<file path="src/rtl/ps2_packet_framer.sv">
// PS/2 packet framer: hunts for a sync-marked start byte and assembles PKT_BYTES-byte packets
// into a one-entry valid/ready buffer. Define PS2_FRAMER_STATS_EN to add drop/resync/timeout counters.
module ps2_packet_framer #(
    parameter int PKT_BYTES   = 3,
    parameter int SYNC_BIT    = 3,
    parameter int SYNC_VAL    = 1,
    parameter int TIMEOUT_CYC = 0
) (
    input  logic                   clk,
    input  logic                   reset_n,
    input  logic [7:0]             in_data,
    input  logic                   in_valid,
    output logic [8*PKT_BYTES-1:0] pkt_data,
    output logic                   pkt_valid,
    input  logic                   pkt_ready,
    output logic                   overflow,
    output logic                   timeout_err
`ifdef PS2_FRAMER_STATS_EN
    ,
    output logic [15:0]            drop_cnt,
    output logic [15:0]            resync_cnt,
    output logic [15:0]            timeout_cnt
`endif
);

    localparam int IDX_W = $clog2(PKT_BYTES);
    localparam int GAP_W = (TIMEOUT_CYC > 0) ? $clog2(TIMEOUT_CYC + 1) : 1;
    localparam logic [IDX_W-1:0] LAST_IDX = IDX_W'(PKT_BYTES - 1);
    localparam logic [GAP_W-1:0] GAP_LAST = (TIMEOUT_CYC > 0) ? GAP_W'(TIMEOUT_CYC - 1) : '0;
    localparam logic [GAP_W-1:0] GAP_MAX  = '1;
    localparam logic SYNC_LVL = (SYNC_VAL != 0);

    typedef enum logic {
        HUNT    = 1'b0,
        COLLECT = 1'b1
    } state_t;

    state_t                 state_reg, state_next;
    logic [IDX_W-1:0]       idx_reg, idx_next;
    logic [GAP_W-1:0]       gap_reg, gap_next;
    logic [8*PKT_BYTES-1:0] asm_reg, asm_next;
    logic [8*PKT_BYTES-1:0] pkt_data_reg, pkt_data_next;
    logic                   pkt_valid_reg, pkt_valid_next;
    logic                   overflow_reg, timeout_err_reg;

    logic is_sync;
    logic store;
    logic complete;
    logic load;
    logic drop_evt;
    logic timeout_evt;

    assign is_sync = (in_data[SYNC_BIT] == SYNC_LVL);

    always_comb begin
        state_next  = state_reg;
        idx_next    = idx_reg;
        gap_next    = gap_reg;
        store       = 1'b0;
        complete    = 1'b0;
        timeout_evt = 1'b0;
        case (state_reg)
            HUNT: begin
                gap_next = '0;
                if (in_valid && is_sync) begin
                    store      = 1'b1;
                    idx_next   = IDX_W'(1);
                    state_next = COLLECT;
                end
            end
            COLLECT: begin
                if (in_valid) begin
                    store    = 1'b1;
                    gap_next = '0;
                    if (idx_reg == LAST_IDX) begin
                        complete   = 1'b1;
                        idx_next   = '0;
                        state_next = HUNT;
                    end else begin
                        idx_next = idx_reg + IDX_W'(1);
                    end
                end else if (TIMEOUT_CYC > 0) begin
                    if (gap_reg == GAP_LAST) begin
                        timeout_evt = 1'b1;
                        idx_next    = '0;
                        gap_next    = '0;
                        state_next  = HUNT;
                    end else if (gap_reg != GAP_MAX) begin
                        gap_next = gap_reg + GAP_W'(1);
                    end
                end
            end
            default: begin
                state_next = HUNT;
                idx_next   = '0;
                gap_next   = '0;
            end
        endcase
    end

    // Byte lane gi holds packet byte gi; byte 0 sits in the MSBs.
    genvar gi;
    generate
        for (gi = 0; gi < PKT_BYTES; gi++) begin : g_lane
            always_comb begin
                asm_next[8*(PKT_BYTES-1-gi) +: 8] = asm_reg[8*(PKT_BYTES-1-gi) +: 8];
                if (store && (idx_reg == IDX_W'(gi)))
                    asm_next[8*(PKT_BYTES-1-gi) +: 8] = in_data;
            end
        end
    endgenerate

    // A completed packet goes into the buffer only if the buffer is free or draining this cycle.
    assign load     = complete && (!pkt_valid_reg || pkt_ready);
    assign drop_evt = complete && pkt_valid_reg && !pkt_ready;

    always_comb begin
        pkt_data_next  = pkt_data_reg;
        pkt_valid_next = pkt_valid_reg && !pkt_ready;
        if (load) begin
            pkt_data_next  = asm_next;
            pkt_valid_next = 1'b1;
        end
    end

    always_ff @(posedge clk or negedge reset_n) begin
        if (!reset_n) begin
            state_reg       <= HUNT;
            idx_reg         <= '0;
            gap_reg         <= '0;
            asm_reg         <= '0;
            pkt_data_reg    <= '0;
            pkt_valid_reg   <= 1'b0;
            overflow_reg    <= 1'b0;
            timeout_err_reg <= 1'b0;
        end else begin
            state_reg       <= state_next;
            idx_reg         <= idx_next;
            gap_reg         <= gap_next;
            asm_reg         <= asm_next;
            pkt_data_reg    <= pkt_data_next;
            pkt_valid_reg   <= pkt_valid_next;
            overflow_reg    <= drop_evt;
            timeout_err_reg <= timeout_evt;
        end
    end

    assign pkt_data    = pkt_data_reg;
    assign pkt_valid   = pkt_valid_reg;
    assign overflow    = overflow_reg;
    assign timeout_err = timeout_err_reg;

`ifdef PS2_FRAMER_STATS_EN
    logic        resync_evt;
    logic [15:0] drop_cnt_reg, resync_cnt_reg, timeout_cnt_reg;

    assign resync_evt = (state_reg == HUNT) && in_valid && !is_sync;

    always_ff @(posedge clk or negedge reset_n) begin
        if (!reset_n) begin
            drop_cnt_reg    <= '0;
            resync_cnt_reg  <= '0;
            timeout_cnt_reg <= '0;
        end else begin
            if (drop_evt && (drop_cnt_reg != 16'hFFFF))
                drop_cnt_reg <= drop_cnt_reg + 16'd1;
            if (resync_evt && (resync_cnt_reg != 16'hFFFF))
                resync_cnt_reg <= resync_cnt_reg + 16'd1;
            if (timeout_evt && (timeout_cnt_reg != 16'hFFFF))
                timeout_cnt_reg <= timeout_cnt_reg + 16'd1;
        end
    end

    assign drop_cnt    = drop_cnt_reg;
    assign resync_cnt  = resync_cnt_reg;
    assign timeout_cnt = timeout_cnt_reg;
`endif

endmodule

</file>
<file path="config.mk">
export PLATFORM = sky130hd
export DESIGN_NAME = ps2_packet_framer
export DESIGN_NICKNAME = d
export VERILOG_FILES = /design/src/rtl/ps2_packet_framer.sv
export SDC_FILE = /design/constraint.sdc
export NUM_CORES = 1
export LEC_CHECK = 0
export ABC_CLOCK_PERIOD_IN_PS = 2000
export CORE_MARGIN = 1
export CORE_UTILIZATION = 30
export CTS_BUF_LIST = sky130_fd_sc_hd__clkbuf_4 sky130_fd_sc_hd__clkbuf_8
export DETAILED_ROUTE_END_ITERATION = 7
export GPL_TIMING_DRIVEN = 0
export PLACE_DENSITY = 0.49
export SLEW_MARGIN = 20
export SYNTH_ARGS = -nofsm -noshare
export SYNTH_HDL_FRONTEND = slang
export SYNTH_SLANG_ARGS = --single-unit
</file>
<file path="constraint.sdc">
create_clock -name clk -period 2 [get_ports clk]
set_input_delay 0.4 -clock clk [delete_from_list [all_inputs] [get_ports clk]]
set_output_delay 0.4 -clock clk [all_outputs]
set_load 0.01 [all_outputs]
</file>
# Yosys cells after proc, flatten, opt, wreduce, memory -nomap -nowiden
# Index checks and enable logic that the tools add are counted.
[totals]
regBits = 53
out_inout_bits = 27
[op_classes]
bitwise = 1
n_addsub = 1
eq_ne = 4
reduce_logical = 13
mux = 17
[op_table]
columns = ["operator", "count"]
rows = [
  ["2-to-1 mux 8 bit", 3],
  ["logical AND 1 bit", 8],
  ["2-to-1 mux 1 bit", 8],
  ["2-to-1 mux 2 bit", 3],
  ["!= test 2 bit (second input constant)", 2],
  ["case mux 1 bit (2 select lines)", 2],
  ["case mux 2 bit (2 select lines)", 1],
  ["adder 2 x 1 -> 2 bit (second input constant)", 1],
  ["== test 2 x 1 -> 1 bit (second input constant)", 1],
  ["== test 2 bit (second input constant)", 1],
  ["zero test 1 bit", 2],
  ["zero test 2 bit", 1],
  ["AND reduction 2 bit", 1],
  ["logical OR 1 bit", 1],
  ["NOT 1 bit", 1],
]

# Logic depth before layout (Yosys ltp)
# Gate-level depths: netlist of run 1.
[depth]
word_depth = 6
ltp_mapped = 6
mapped_depth_nobuf = 3

# Worst setup path before layout of run 1
# OpenSTA, ideal clock, no wires.
[synth_path]
kind = "input to register"
start = "input port in_valid"
end = "register pkt_data_reg[14] (netlist: pkt_data[14])"
setup_ns = 0.125
path_slack_ns = 0.453
t_arrival_ns = 1.422
cell_stages = 6
cell_sequence = "buf_2 -> nand4b_1 -> nor2b_1 -> buf_6 -> buf_8 -> mux2_4"
[synth_via]
elab_chain_cells = 5
elab_cells_between_ends = 9
[synth_rtl]
columns = ["item", "line_no", "source"]
rows = [
  ["from (decl)", "12", "input logic in_valid,"],
  ["logical AND 1 bit", "65", "if (in_valid && is_sync) begin"],
  ["2-to-1 mux 1 bit", "65", ""],
  ["case mux 1 bit (2 select lines)", "62", "case (state_reg)"],
  ["logical AND 1 bit", "107", "if (store && (idx_reg == IDX_W'(gi)))"],
  ["2-to-1 mux 8 bit", "107", ""],
  ["to (signal assigned)", "141", "pkt_data_reg <= pkt_data_next;"],
  ["to (decl)", "42", "logic [8*PKT_BYTES-1:0] pkt_data_reg, pkt_data_next;"],
]
# Several ways; a longest one is shown, not always the timed one.
# A chain may end at the register's enable or synchronous reset.

# Final worst setup path of run 1
[layout_path]
start = "input port in_data[3]"
end = "register asm_reg[12]"
[layout_via]
elab_chain_cells = 5
[layout_rtl]
columns = ["item", "line_no", "source"]
rows = [
  ["from (decl)", "11", "input logic [7:0] in_data,"],
  ["logical AND 1 bit", "65", ""],
  ["2-to-1 mux 1 bit", "65", ""],
  ["case mux 1 bit (2 select lines)", "62", ""],
  ["logical AND 1 bit", "107", ""],
  ["2-to-1 mux 8 bit", "107", ""],
  ["via asm_next[12]", "41", "logic [8*PKT_BYTES-1:0] asm_reg, asm_next;"],
  ["to (signal assigned)", "140", "asm_reg <= asm_next;"],
  ["to (decl)", "41", ""],
]
# The timed path passes the listed nets, and every way through them passes these cells.

==> results of run 1 <==
cells in the mapped netlist, drive strengths merged:
master and instances:
a21boi 14, a21o 14, a22o 2, a2bb2oi 1, and2 2, and3b 1
buf 10, clkbuf 1, conb 1, dfrtp 45, inv 2, mux2 23
mux2i 1, nand2 4, nand2b 1, nand3b 1, nand4b 2, nand4bb 1
nor2 2, nor2b 1, nor3 1, nor3b 8, o21ai 3, or2 1
layer usage:
| metal | global-route usage (%) | part of all wire [%] | vias up |
|---|---|---|---|
| met3 | 3.56 | 2.7 | 7 |
| met5 | 0 | 0 | - |
| met4 | 5.55 | 2.0 | 0 |
| met1 | 17.3 | 48 | 635 |
| met2 | 20.3 | 48 | 19 |
| li1 | - | - | 585 |
worst max-delay path: stages:
cell and delay [ns]:
sky130_fd_sc_hd__clkdlybuf4s50_1 0.57, sky130_fd_sc_hd__nor2_2 0.13, sky130_fd_sc_hd__nor3_1 0.67, sky130_fd_sc_hd__a21o_1 0.22
cell type report:
type	instances	area, µm²
Buffer	11	91.3
Fill cell	608	3830
Clock inverter	3	17.5
Tap cell	77	96.3
Sequential cell	45	1130
Timing Repair Buffer	37	375
Multi-Input combinational cell	84	771
Clock buffer	5	68.8
Inverter	2	7.51
worst paths after layout:
kind / from / end / slack [ns] / cells after the start
setup / recovery: in_data[3] / asm_reg[12] / 0.25 / 4
hold / removal: reset_n / pkt_data[3] / 0.001 / 1
setup reg to reg: idx_reg[0] / pkt_data[9] / 0.35 / 5
hold reg to reg: asm_reg[19] / asm_reg[19] / 0.51 / 1
max in group asynchronous: reset_n / pkt_data[23] / 1.51 / 2
min in group clk: in_valid / state_reg / 0.46 / 3
per-stage QoR:
| stage | area (µm²) | hold slack [ns] |
|---|---|---|
| 2_1_floorplan | 2000 | 0.104 |
| 3_3_place_gp | 2450 | 0.485 |
| 3_5_place_dp | 2470 | 0.340 |
| 4_1_cts | 2550 | 0.00382 |
| 5_1_grt | 2550 | 0.0123 |
| 6_report | 2550 | 0.00119 |
cell families (layout without fill, tap and decap cells):
logic type	Yosys count	in the layout
AOI/OAI and AO/OA	34	34
buffers and inverters	13	58
DFF	45	45
muxes	24	24
other	1	1
and+or+nand+nor	25	25
power groups by stage:
stage | clock [µW] | combinational [µW] | sequential (µW)
2_1_floorplan | 0 | 808 | 1500
3_3_place_gp | 0 | 1410 | 1430
3_5_place_dp | 0 | 1450 | 1450
4_1_cts | 575 | 1450 | 1430
5_1_grt | 628 | 1570 | 1480
6_report | 562 | 1430 | 1430
==> reports/metrics.cfg, run 1 <==
[floorplanning]
fp-row-count = 29
initial_utilization_pct = 31.2
coreArea_um2 = 6390
fp.dieW_um = 83.6
die-area_um2 = 6980
ioPinCount = 39
chipHeight_um = 83.6

[route]
count_of_unresolved_drc_violations_after_routing = 0
wire_per_inst_um = 15.3
drt_iter0_drc = 34
number_of_iterations_in_the_first_detailed_routing_pass = 4
detailroute.via_count = 1246
totalWireLength_um = 4040
post_drt_via_cell_ratio = 4.72
final_antenna_net_count = 0

[clock_network]
cts_tree = yes
cts.sink_count = 45
post-cts-setup-buffers = 0
clk_root_buffer_cell = sky130_fd_sc_hd__clkbuf_8
worstSkewPairLatency_ns = 0.30
post_cts_resize_count = 0
cts_hold_buffers = 0
htree_levels = 2
total_clock_buffers_created_by_cts = 5
ctsLongestPathBuffers = 2
clk_pin_slew_worst_setup_hold_paths_ns = 0.09

[pwr]
power_density_nw_per_um2 = 1340
switchingPower_uw = 1060
power.switching_fraction_pct = 31.1
power.share.sequential_pct = 41.7
leakage_uw = 0.00120
total_power_uw = 3410
combinationalPowerShare_pct = 41.8
pwr-share-clk_pct = 16.5
irDropWorstVdd_uv = 437
p_int_uw = 2350

[worst_setup_path]
timing.critical_path.arrival_ns = 1.99
start_kind = input port
critical_path.max_fanout = 8
worst_ep_required_time_ns = 2.24
setup.worst_path.end_class = flip-flop
setup.worst_path.class = input port to flip-flop

[final_layout]
layout.cells.most_common = sky130_fd_sc_hd__dfrtp_1
total_nets_final = 198
final_cell_mix = sky130_fd_sc_hd__dfrtp_1 (45), sky130_fd_sc_hd__clkdlybuf4s50_1 (35), sky130_fd_sc_hd__mux2_4 (19)
final_core_util_pct = 40.0
drive_gt1_share_pct = 24.6
largest_reg_flops = 24
area_delta_synth_final_pct = 28.0
num_antenna_cells = 0
final-instance-count-excl-fill = 264

[synth]
synth-seq-area-share_pct = 56.4
postSynthNetCount = 154
yosysUniqueCellTypes = 32
synth-warning-count = 0
fraction_of_the_mapped_netlist_area_in_simple_logic_gates_pct = 8.78
yosys.area_share.adder_pct = 0
compound_cell_area_share_of_the_yosys_netlist_pct = 12.6
flop_and_latch_count_out_of_synthesis = 45
synth_top_family_by_area = multiplexers
mappedNetlistArea_um2 = 2000
synthCells = 142
syn_avg_cell_area_um2 = 14.1
synth.area.mux_share_pct = 17.1
synthDominantAreaCellType = sky130_fd_sc_hd__dfrtp_1
yosysTopAreaCellShare_pct = 56.4
cell_types_with_the_largest_area_share_after_synthesis = sky130_fd_sc_hd__dfrtp_1 (56%), sky130_fd_sc_hd__mux2_4 (14%), sky130_fd_sc_hd__a21boi_0 (5.3%)
synth_xor_area_share_pct = 0

[sta]
slew_violations = 0
max_freq_ghz = 0.572
min_period_over_period_pct = 87.5
final_hold_viol_count = 0
max_slew_margin_pct = 46.6
postLayoutSetupSlackWorst_ns = 0.250
setup_total_negative_slack_ns = 0
min_period_ns = 1.75
tightestPinTransition_ns = 0.795
grt_setup_unrepaired = false
skew_ns = 0.00743
setup_viol = 0

[run]
cap_violations = 0

[status]
status = complete, no violations

[global_route]
first_global_vias = 1319
grt_first_pass_wirelength_um = 6980
globalRouteTotalUtil_pct = 13.1
globalRoute.totalOverflow = 0
grt_max_degree = 32
initial_antenna_violation_count = 0

[place]
routabilityCongestion = 0.673
post-place-ws_ns = -0.0930
portBuffers = 36
dp_hpwl_um = 2940
post-place-cells = 256

[min_path]
worstHoldPathType = input port to asynchronous set/reset pin

Power figures use the tool's default switching activity.
==> inputs of run 2 (changes only) <==
--- a/config.mk
+++ b/config.mk
@@ -6,7 +6,7 @@
 export NUM_CORES = 1
 export LEC_CHECK = 0
 export ABC_CLOCK_PERIOD_IN_PS = 2000
-export CORE_MARGIN = 1
+export CORE_MARGIN = 4
 export CORE_UTILIZATION = 30
 export CTS_BUF_LIST = sky130_fd_sc_hd__clkbuf_4 sky130_fd_sc_hd__clkbuf_8
 export DETAILED_ROUTE_END_ITERATION = 7
==> run 2 against run 1 <==
Effect of this change:
- routed wire length increased by 3.9%
- critical path depth unchanged
- count of clock-buffer cells in the layout increased by 2
- via count decreased by 1.6%
- register-to-register slack got worse by 0.02 ns
- highest routed layer unchanged
- combinational power about the same
- design area increased by 0.20%
==> reports/metrics.cfg, run 2 (synthesis gave the netlist of run 1 again) <==
[route]
totalWireLength_um = 4200
final_antenna_net_count = 0
post_drt_via_cell_ratio = 4.64
drt_iter0_drc = 38
wire_per_inst_um = 15.9
count_of_unresolved_drc_violations_after_routing = 0
number_of_iterations_in_the_first_detailed_routing_pass = 4
detailroute.via_count = 1226

[floorplanning]
fp.dieW_um = 89.6
ioPinCount = 39
chipHeight_um = 89.6
initial_utilization_pct = 31.1
coreArea_um2 = 6420
die-area_um2 = 8020
fp-row-count = 29

[final_layout]
layout.cells.most_common = sky130_fd_sc_hd__dfrtp_1
drive_gt1_share_pct = 24.6
largest_reg_flops = 24
area_delta_synth_final_pct = 28.2
final_cell_mix = sky130_fd_sc_hd__dfrtp_1 (45), sky130_fd_sc_hd__clkdlybuf4s50_1 (35), sky130_fd_sc_hd__mux2_4 (19)
final_core_util_pct = 39.8
num_antenna_cells = 0
total_nets_final = 198

[global_route]
initial_antenna_violation_count = 0
grt_first_pass_wirelength_um = 6820
globalRouteTotalUtil_pct = 11.4
globalRoute.totalOverflow = 0
first_global_vias = 1335
grt_max_degree = 31

[worst_setup_path]
start_kind = input port
setup.worst_path.end_class = flip-flop
timing.critical_path.arrival_ns = 2.01
r2r_slack_ns = 0.33
r2r_start = idx_reg[0]
worst_ep_required_time_ns = 2.24
reg2regPathDepth = 5
setup.worst_path.class = input port to flip-flop
timing.rr.end = pkt_data[21]
critical_path.max_fanout = 8

[clock_network]
worstSkewPairLatency_ns = 0.29
cts_hold_buffers = 0
post_cts_resize_count = 0
cts.sink_count = 45
htree_levels = 2
clk_pin_slew_worst_setup_hold_paths_ns = 0.08
cts_tree = yes
post-cts-setup-buffers = 0
clk_root_buffer_cell = sky130_fd_sc_hd__clkbuf_8
ctsLongestPathBuffers = 2
total_clock_buffers_created_by_cts = 5

[sta]
skew_ns = 0.00664
max_freq_ghz = 0.563
grt_setup_unrepaired = false
setup_viol = 0
holdWs_ns = 0.0221
min_period_ns = 1.78
tightestPinTransition_ns = 0.789
max_slew_margin_pct = 47.0
min_period_over_period_pct = 88.8
slew_violations = 0
final_hold_viol_count = 0

[place]
dp_hpwl_um = 3150
routabilityCongestion = 0.696
portBuffers = 36

[pwr]
irDropWorstVdd_uv = 345
power_density_nw_per_um2 = 1340
leakage_uw = 0.00120

[min_path]
worstHoldPathType = input port to asynchronous set/reset pin

[status]
status = complete, no violations

[run]
cap_violations = 0

[run 2: changes by cell type in the layout (fill, tap and decap cells not counted)]
cell,delta
sky130_fd_sc_hd__clkinv_2,-2
sky130_fd_sc_hd__clkbuf_4,+2
[run 2: final cells by class]
| class | instances | area (µm²) |
|---|---|---|
| well taps | 77 | 96.3 |
| clock inverters | 1 | 7.51 |
| inverters | 2 | 7.51 |
| multi-input cells | 84 | 771 |
| clock buffers | 7 | 83.8 |
| plain buffers | 11 | 91.3 |
| fillers | 619 | 3860 |
| repair buffers | 37 | 375 |
| flip-flops and latches | 45 | 1130 |
[run 2: per-stage QoR]
step                setup WS [ns]  setup TNS (ns)  total power [µW]  instance area (µm²)  std cells
finish                      0.224               0              3430                 2560        264
global route                0.129               0              3680                 2560        264
CTS                         0.225               0              3490                 2560        264
detailed placement        -0.0823          -0.597              2890                 2470        256
global placement           -0.647          -29.48              2850                 2450        255
floorplan                   0.453               0              2300                 2000        142
[run 2: where the power goes]
group	internal (µW)	switching [µW]
logic	844	584
registers	1270	159
clock network	275	298
total	2390	1040
[run 2: metal layers]
layer / vias to the layer above / GRT usage, % / wire length, µm
met5: - / 0 / 0
met4: 0 / 3.65 / 57
met3: 4 / 3.04 / 109
met2: 21 / 18.1 / 2090
met1: 617 / 15.0 / 1940
li1: 584 / - / -
[run 2: worst max-delay path, stage by stage]
cell,delay [ns]
sky130_fd_sc_hd__clkdlybuf4s50_1,0.59
sky130_fd_sc_hd__nor2_2,0.14
sky130_fd_sc_hd__nor3_1,0.66
sky130_fd_sc_hd__a21o_1,0.22
[run 2: how the worst max path moves through the flow]
| stage | startpoint | to | slack, ns | cells after the start |
|---|---|---|---|---|
| after global routing | in_data[3] | asm_reg[8] | 0.13 | 4 |
| after global placement | reset_n | pkt_valid | -0.65 | 1 |
| after floorplan | in_valid | pkt_data[14] | 0.45 | 6 |
| after CTS | in_data[3] | asm_reg[10] | 0.22 | 4 |
| after detailed placement | in_data[3] | asm_reg[12] | -0.08 | 4 |
| final | in_data[3] | asm_reg[14] | 0.22 | 4 |
==> inputs of run 3 (changes only) <==
--- a/config.mk
+++ b/config.mk
@@ -10,7 +10,6 @@
 export CORE_UTILIZATION = 30
 export CTS_BUF_LIST = sky130_fd_sc_hd__clkbuf_4 sky130_fd_sc_hd__clkbuf_8
 export DETAILED_ROUTE_END_ITERATION = 7
-export GPL_TIMING_DRIVEN = 0
 export PLACE_DENSITY = 0.49
 export SLEW_MARGIN = 20
 export SYNTH_ARGS = -nofsm -noshare
==> run 3 against run 2 <==
Effect of this change:
- design area barely moved
- worst hold slack improved by 0.097 ns
- die area unchanged
- via count rose by 2.0%
- power is 3.8% higher
- clock power is 26% higher
- first-iteration DRC count is 26% lower
- critical path type unchanged
- largest power group unchanged
==> reports/metrics.cfg, run 3 (synthesis gave the netlist of run 1 again) <==
[final_layout]
final_cell_mix = sky130_fd_sc_hd__dfrtp_1 (45), sky130_fd_sc_hd__clkdlybuf4s50_1 (36), sky130_fd_sc_hd__mux2_4 (19)
n_fill_cell = 613
area_delta_synth_final_pct = 28.1
layout.cells.most_common = sky130_fd_sc_hd__dfrtp_1
area_occupied_by_multi_input_gates_um2 = 773
final_core_util_pct = 39.8
num_antenna_cells = 0
drive_gt1_share_pct = 24.3
largest_reg_flops = 24
total_nets_final = 196
seq_area_um2 = 1130

[pwr]
power_density_nw_per_um2 = 1390
irDropWorstVdd_uv = 385
p_int_uw = 2500
leakage_uw = 0.00120
switchingPower_uw = 1050
power.share.sequential_pct = 41.4
pwr-share-clk_pct = 20.3
power.switching_fraction_pct = 29.7
combinationalPowerShare_pct = 38.3
total_power_uw = 3560

[place]
portBuffers = 37
routabilityCongestion = 0.813
dp_hpwl_um = 3250

[sta]
skew_ns = 0.00532
max_freq_ghz = 0.578
max_slew_margin_pct = 57.3
grt_setup_unrepaired = false
min_period_ns = 1.73
setup_viol = 0
tightestPinTransition_ns = 0.640
final_hold_viol_count = 0
min_period_over_period_pct = 86.4
slew_violations = 0

[clock_network]
post-cts-setup-buffers = 0
cts_hold_buffers = 0
ctsLongestPathBuffers = 2
worstSkewPairLatency_ns = 0.29
clk_pin_slew_worst_setup_hold_paths_ns = 0.08
clk_root_buffer_cell = sky130_fd_sc_hd__clkbuf_8
post_cts_resize_count = 0
htree_levels = 2
cts.sink_count = 45
total_clock_buffers_created_by_cts = 5
cts_tree = yes

[worst_setup_path]
timing.critical_path.arrival_ns = 1.91
critPathLaunch = in_valid
critical_path.max_fanout = 13
worst_path_max_delay_cell = sky130_fd_sc_hd__clkdlybuf4s50_1
setup.worst_path.class = input port to flip-flop
critical_path.max_stage_delay_ns = 0.52
path_delay_family = buffers and inverters
setup.worst_path.end_class = flip-flop
start_kind = input port
worst_ep_required_time_ns = 2.19
worstPathCellList = clkdlybuf4s50_1, nand4b_1, nor2b_2, buf_4, mux2_2
worst-path-stages = 5
reg2regPathDepth = 4
r2r_start = idx_reg[0]
worst-path-buf-inv = 2

[global_route]
first_global_vias = 1352
grt_first_pass_wirelength_um = 7090
initial_antenna_violation_count = 0
grt_max_degree = 30
globalRoute.totalOverflow = 0
globalRouteTotalUtil_pct = 11.7

[floorplanning]
coreArea_um2 = 6420
fp-row-count = 29
fp.dieW_um = 89.6
ioPinCount = 39
initial_utilization_pct = 31.1
chipHeight_um = 89.6
die-area_um2 = 8020

[route]
totalWireLength_um = 4340
count_of_unresolved_drc_violations_after_routing = 0
wire_per_inst_um = 16.6
drt_iter0_drc = 28
final_antenna_net_count = 0
number_of_iterations_in_the_first_detailed_routing_pass = 4
post_drt_via_cell_ratio = 4.77
detailroute.via_count = 1250

[min_path]
worstHoldPathType = input port to asynchronous set/reset pin

[status]
status = complete, no violations

[run]
cap_violations = 0

## run 3: cell count changes in the layout (fill, tap and decap cells not counted), sizes merged
cell           change
clkbuf             -1
clkdlybuf4s50      +1
buf                -2
clkinvlp           -1
bufinv             +1
## run 3: worst paths after layout
check | endpoint | slack (ns)
max | pkt_data[10] | 0.27
min | pkt_data[17] | 0.12
max reg2reg | pkt_data[10] | 0.34
min reg2reg | asm_reg[19] | 0.51
max in group asynchronous | pkt_data[11] | 1.30
min in group clk | asm_reg[19] | 0.51
## run 3: final cells by class
type | instances | share of cell area, %
well taps | 77 | 3.77
multi-input cells | 84 | 30.2
clock buffers | 7 | 3.52
repair buffers | 46 | 16.9
clock inverters | 1 | 1.17
flip-flops and latches | 45 | 44.1
inverters | 2 | 0.294
## run 3: power groups by stage
stage	clock network, µW	registers [µW]	logic [µW]
3_3_place_gp	0	1470	1350
2_1_floorplan	0	1500	808
5_1_grt	775	1520	1480
6_report	723	1470	1360
3_5_place_dp	0	1490	1380
4_1_cts	745	1480	1390
## run 3: layer usage
| layer | global-route usage [%] | vias up | wire length, µm |
|---|---|---|---|
| li1 | - | 576 | - |
| met3 | 2.49 | 8 | 138 |
| met1 | 15.4 | 646 | 1950 |
| met5 | 0 | - | 0 |
| met2 | 18.6 | 20 | 2170 |
| met4 | 4.87 | 0 | 87 |
## run 3: metrics by stage
stage / setup WS (ns) / TNS, ns / cells / hold slack [ns] / area (µm²)
global placement: 0.0186 / 0 / 254 / 0.452 / 2440
finish: 0.271 / 0 / 262 / 0.119 / 2560
CTS: 0.296 / 0 / 262 / 0.139 / 2560
floorplan: 0.453 / 0 / 142 / 0.104 / 2000
global route: 0.172 / 0 / 262 / 0.176 / 2560
detailed placement: -0.00893 / -0.0146 / 254 / 0.464 / 2440
